<file path="src/rtl/uart_pkg.sv">
// Shared UART definitions: receiver state encoding, baud constants and the
// bpssel -> bit-period mapping used by both receive and transmit paths.
package uart_pkg;

  typedef enum logic [2:0] {
    ST_IDLE,
    ST_START,
    ST_DATA,
    ST_PARITY,
    ST_STOP,
    ST_BREAK
  } rx_state_e;

  localparam int unsigned BAUD_9600   = 9600;
  localparam int unsigned BAUD_19200  = 19200;
  localparam int unsigned BAUD_38400  = 38400;
  localparam int unsigned BAUD_57600  = 57600;
  localparam int unsigned BAUD_115200 = 115200;
  localparam int unsigned BAUD_230400 = 230400;
  localparam int unsigned BAUD_460800 = 460800;
  localparam int unsigned BAUD_921600 = 921600;

  // Rounded divide kept inside each arm so every branch folds to a constant.
  function automatic logic [15:0] bit_period(input int unsigned clk_freq,
                                             input logic [2:0]  sel);
    logic [15:0] d;
    case (sel)
      3'd0:    d = 16'((clk_freq + BAUD_9600   / 2) / BAUD_9600);
      3'd1:    d = 16'((clk_freq + BAUD_19200  / 2) / BAUD_19200);
      3'd2:    d = 16'((clk_freq + BAUD_38400  / 2) / BAUD_38400);
      3'd3:    d = 16'((clk_freq + BAUD_57600  / 2) / BAUD_57600);
      3'd4:    d = 16'((clk_freq + BAUD_115200 / 2) / BAUD_115200);
      3'd5:    d = 16'((clk_freq + BAUD_230400 / 2) / BAUD_230400);
      3'd6:    d = 16'((clk_freq + BAUD_460800 / 2) / BAUD_460800);
      default: d = 16'((clk_freq + BAUD_921600 / 2) / BAUD_921600);
    endcase
    return d;
  endfunction

endpackage

</file>
<file path="src/rtl/uart_rx_baud.sv">
// Baud timer: latches bpssel on start, ticks at the half period and then
// every full bit period while enabled.
module uart_rx_baud #(
  parameter int unsigned CLK_FREQ = 50000000
) (
  input  logic       clk,
  input  logic       rst_n,
  input  logic       start,
  input  logic       en,
  input  logic [2:0] bpssel,
  output logic       tick
);
  import uart_pkg::*;

  logic [15:0] period_q;
  logic [15:0] cnt_q;
  logic        half_q;
  logic [15:0] target;

  assign target = half_q ? {1'b0, period_q[15:1]} : period_q;
  assign tick   = en && !start && (cnt_q == target - 16'd1);

  always_ff @(posedge clk or negedge rst_n) begin
    if (!rst_n) begin
      period_q <= '0;
      cnt_q    <= '0;
      half_q   <= 1'b1;
    end else if (start) begin
      period_q <= bit_period(CLK_FREQ, bpssel);
      cnt_q    <= '0;
      half_q   <= 1'b1;
    end else if (en) begin
      if (tick) begin
        cnt_q  <= '0;
        half_q <= 1'b0;
      end else begin
        cnt_q  <= cnt_q + 16'd1;
      end
    end
  end

endmodule

</file>
<file path="src/rtl/uart_rx_bps.sv">
// UART receiver, 8N1 with selectable baud rate. Define UART_RX_PARITY_EN for
// 8E1 frames with par_err reporting.
module uart_rx_bps #(
  parameter int unsigned CLK_FREQ = 50000000
) (
  input  logic       clk,
  input  logic       rst_n,
  input  logic [2:0] bpssel,
  input  logic       rs232_rx,
  output logic [7:0] rx_data,
  output logic       rx_int,
  output logic       frame_err,
  output logic       par_err,
  output logic       busy
);
  import uart_pkg::*;

  rx_state_e   state_q, state_d;
  logic [2:0]  sync_q;
  logic        line, fall;
  logic        tick, start, en;
  logic        sample, done_ok, done_err;
  logic [2:0]  bit_idx_q;
  logic [7:0]  shreg_q;

  assign line = sync_q[1];
  assign fall = sync_q[2] & ~sync_q[1];
  assign busy = (state_q != ST_IDLE);
  assign en   = (state_q == ST_START) || (state_q == ST_DATA) ||
                (state_q == ST_PARITY) || (state_q == ST_STOP);

  uart_rx_baud #(.CLK_FREQ(CLK_FREQ)) u_baud (
    .clk    (clk),
    .rst_n  (rst_n),
    .start  (start),
    .en     (en),
    .bpssel (bpssel),
    .tick   (tick)
  );

`ifdef UART_RX_PARITY_EN
  logic par_sample;
`endif

  always_ff @(posedge clk or negedge rst_n) begin
    if (!rst_n) begin
      state_q <= ST_IDLE;
      sync_q  <= '1;
    end else begin
      state_q <= state_d;
      sync_q  <= {sync_q[1:0], rs232_rx};
    end
  end

  always_comb begin
    state_d  = state_q;
    start    = 1'b0;
    sample   = 1'b0;
    done_ok  = 1'b0;
    done_err = 1'b0;
`ifdef UART_RX_PARITY_EN
    par_sample = 1'b0;
`endif
    case (state_q)
      ST_IDLE: if (fall) begin
        start   = 1'b1;
        state_d = ST_START;
      end
      ST_START: if (tick) state_d = line ? ST_IDLE : ST_DATA;
      ST_DATA: if (tick) begin
        sample = 1'b1;
        if (bit_idx_q == 3'd7) begin
`ifdef UART_RX_PARITY_EN
          state_d = ST_PARITY;
`else
          state_d = ST_STOP;
`endif
        end
      end
`ifdef UART_RX_PARITY_EN
      ST_PARITY: if (tick) begin
        par_sample = 1'b1;
        state_d    = ST_STOP;
      end
`endif
      ST_STOP: if (tick) begin
        if (line) begin
          done_ok = 1'b1;
          state_d = ST_IDLE;
        end else begin
          done_err = 1'b1;
          state_d  = ST_BREAK;
        end
      end
      ST_BREAK: if (line) state_d = ST_IDLE;
      default: state_d = ST_IDLE;
    endcase
  end

  always_ff @(posedge clk or negedge rst_n) begin
    if (!rst_n) begin
      bit_idx_q <= '0;
      shreg_q   <= '0;
      rx_data   <= '0;
      rx_int    <= 1'b0;
      frame_err <= 1'b0;
    end else begin
      rx_int    <= done_ok;
      frame_err <= done_err;
      if (sample) begin
        bit_idx_q <= bit_idx_q + 3'd1;
        shreg_q   <= {line, shreg_q[7:1]};
      end
      if (done_ok) rx_data <= shreg_q;
    end
  end

`ifdef UART_RX_PARITY_EN
  logic par_bit_q, par_err_q;

  always_ff @(posedge clk or negedge rst_n) begin
    if (!rst_n) begin
      par_bit_q <= 1'b0;
      par_err_q <= 1'b0;
    end else begin
      if (par_sample) par_bit_q <= line;
      par_err_q <= done_ok & ((^shreg_q) ^ par_bit_q);
    end
  end

  assign par_err = par_err_q;
`else
  assign par_err = 1'b0;
`endif

endmodule

</file>
<file path="config.mk">
export PLATFORM = sky130hd
export DESIGN_NAME = uart_rx_bps
export DESIGN_NICKNAME = d
export VERILOG_FILES = /design/src/rtl/uart_pkg.sv /design/src/rtl/uart_rx_baud.sv /design/src/rtl/uart_rx_bps.sv
export SDC_FILE = /design/constraint.sdc
export NUM_CORES = 1
export LEC_CHECK = 0
export CAP_MARGIN = 20
export CORE_UTILIZATION = 28
export DETAILED_ROUTE_END_ITERATION = 7
export GPL_TIMING_DRIVEN = 1
export PLACE_DENSITY = 0.54
export SLEW_MARGIN = 20
export SYNTH_ARGS = -nofsm -noshare
export SYNTH_HDL_FRONTEND = slang
export SYNTH_SLANG_ARGS = --single-unit
</file>
<file path="constraint.sdc">
create_clock -name clk -period 3.88 [get_ports clk]
set_input_delay 0.388 -clock clk [delete_from_list [all_inputs] [get_ports clk]]
set_output_delay 0.388 -clock clk [all_outputs]
set_load 0.01 [all_outputs]
</file>
==> flow_metrics.py <==
metrics = {
    "outcome": {
        "outcome": "completed",
    },
    "routing": {
        "post-route-drc-count": 0,
        "dr.pass1.iters": 4,
        "drt_wl_total_um": 7240,
        "wl_per_cell_um": 14.4,
        "vias": 2530,
        "drt_iter0_drc": 114,
        "viasPerCell": 5.02,
        "ant_nets": 0,
    },
    "global_route": {
        "grt_max_degree": 31,
        "antenna_found_initial": 0,
        "grt_pass1_vias": 2562,
        "grt-ovfl-total": 0,
        "grt_pass1_wl_um": 12500,
        "grt_usage": 0.126,
    },
    "sta": {
        "slew_headroom": 0.548,
        "rsz0062_at_grt": "false",
        "finalClockSkew_ps": 7.26,
        "post-route-min-period_ps": 3750,
        "hold_viol": 0,
        "post-route-period-util": 0.965,
        "worst_pin_slew_ps": 671,
        "fin_setup_tns_ps": 0,
        "drv_slew": 0,
        "setup_violations": 0,
        "fmax_mhz": 267,
    },
    "logic_synthesis": {
        "synth-edff-count": 0,
        "syn_area_per_cell_sq_um": 9.92,
        "synth_flop_cell": "dfrtp_1",
        "yosys-top-cells-area": "dfrtp_1 40%, mux2_4 7.6%, xnor2_1 4.5%",
        "ys_warn_count": 0,
        "synth-seq-cells": 57,
        "netlist_area_sq_um": 3340,
        "ys_types": 56,
        "synth_fp_nets": 347,
        "seq_area_frac_synth": 0.428,
        "synth_async_sr_flop_share": 1.00,
        "synthCells": 337,
        "synth_top_area_share": 0.397,
        "yosysTopAreaCell": "dfrtp_1",
    },
    "finish": {
        "layout-drive-gt1-share": 0.172,
        "seqCellArea_sq_um": 1430,
        "final_common_cell": "dfrtp_1",
        "multi_input_comb_area_sq_um": 1810,
        "final_cell_mix": "53 x dfrtp_1, 38 x nand2_1, 27 x nor2_1",
        "final_util": 0.347,
        "finalInstanceArea_sq_um": 4000,
        "n_antenna_cell": 0,
        "syn_to_final_growth_pct": 19.6,
        "num-fill-cells": 1174,
        "fin_nets": 366,
    },
    "worst_setup_path": {
        "crit_fanout": 9,
        "end_kind": "flip-flop",
        "critical_path.max_stage_delay_ps": 640,
        "crit_chain": "mux2_2 > or3_4 > or3b_4 > or4_4 > a2111oi_2 > and4b_2 > nand2b_1 > buf_4 > mux2_4",
        "arrival_ps": 3950,
        "startpoint_type": "flip-flop",
        "crit_type": "flip-flop to flip-flop",
        "reg2regPathDepth": 9,
        "slowest_stage": "dfstp_2",
        "reg2reg_setup_slack_ps": 130,
        "cp_data_required_time_ps": 4090,
    },
    "power_and_ir_drop": {
        "ir_drop_mv": 0.269,
        "leakagePower_nw": 1.84,
        "powerDensity_nw_per_um2": 654,
    },
    "hold_path": {
        "hp-class": "primary input to asynchronous set/reset pin",
    },
    "placed_design": {
        "routabilityCongestion": 0.848,
        "hpwl_um": 5210,
        "port_buffers": 16,
        "dpl-instance-area_sq_um": 3650,
    },
    "clock_tree": {
        "worstSkewPairLatency_ps": 330,
        "clock_sinks": 57,
        "numCtsBuffers": 9,
        "cts_buffer_depth": 2,
        "cts_htree_levels": 3,
        "cts_root_buf": "clkbuf_16",
        "cts_tree": "yes",
        "clk_pin_slew_worst_paths_ps": 60,
        "cts_hold_buf": 0,
    },
    "die": {
        "io-pin-count": 18,
        "start_util": 0.290,
        "design.die.area_sq_um": 12400,
        "core-area_sq_um": 11500,
        "die_h_um": 111,
        "die_x_um": 111,
        "rows": 39,
    },
    "run": {
        "cap_violations": 0,
    },
}
-- area by class of cell --
class | count | share of cell area
inverter | 4 | 0.00375
multi-input combinational | 257 | 0.452
clock inverter | 7 | 0.0256
timing repair buffer | 27 | 0.0594
tap | 143 | 0.0447
sequential | 57 | 0.358
clock buffer | 9 | 0.0563
-- repair_timing --
action,4_1_cts,5_1_grt
gates resized for setup,0,3
endpoints found under the setup margin,0,19
setup buffers,0,1
-- cells in the mapped netlist (all sizes together) (5+ instances only) --
library cell	count
nand2	39
nand2b	6
o21ai	12
xnor2	17
clkbuf	11
xor2	15
nor4	7
dfrtp	53
nor3	9
mux2i	14
nor2	27
mux2	20
or3	5
nand3	16
a211oi	5
buf	8
a21oi	5
and3	5
-- registers in the layout, summed over array words and instances, names as in the netlist --
register,flops
rx_data,8
frame_err,1
sync_q,3
rx_int,1
u_baud.half_q,1
u_baud.cnt_q,16
u_baud.period_q,13
state_q,3
bit_idx_q,3
shreg_q,8
-- path summary, 6_finish.rpt --
check,startpoint,endpoint
hold reg to reg,sync_q[0],sync_q[1]
min in group clk,sync_q[0],sync_q[1]
max in group asynchronous,rst_n,sync_q[0]
hold / removal,rst_n,rx_data[4]
setup reg to reg,u_baud.half_q,rx_data[2]
setup / recovery,u_baud.half_q,rx_data[2]
-- kinds of logic after synthesis --
kind of cell	synth area share
buffers and inverters	0.0337
muxes	0.128
AOI/OAI and AO/OA	0.0992
xor gates and xnor gates	0.0838
other	0.00112
DFF	0.428
adders and majority gates	0.0150
and+or+nand+nor	0.211
-- through the flow --
stage	power, mW	std cells	hold WS [ps]	setup slack [ps]
global placement	1.74	487	348	137
global route	2.79	504	108	1.86
floorplan	1.52	337	92.4	22.2
detailed placement	1.75	487	348	74.4
finish	2.62	504	60.6	134
CTS	2.63	503	77.0	53.4
-- per-layer routing --
layer / wire length, um / track usage
met3: 212 / 0.0257
met4: 96 / 0.0459
met2: 3380 / 0.208
met1: 3550 / 0.162
met5: 0 / 0
-- worst max-delay path: cells and delay by family (launching register included) --
| kind | cells | cell delay (ps) |
|---|---|---|
| and+or+nand+nor | 5 | 1740 |
| DFF | 1 | 640 |
| AOI/OAI and AO/OA | 1 | 360 |
| muxes | 2 | 690 |
| buffers and inverters | 1 | 190 |
-- report_power, final --
part | total (mW) | switching [mW] | leakage [nW] | internal [mW]
clock | 0.856 | 0.289 | 0.156 | 0.567
combinational | 0.898 | 0.489 | 0.929 | 0.409
sequential | 0.861 | 0.161 | 0.752 | 0.701
total | 2.62 | 0.939 | 1.84 | 1.68
Power figures use the tool's default switching activity.
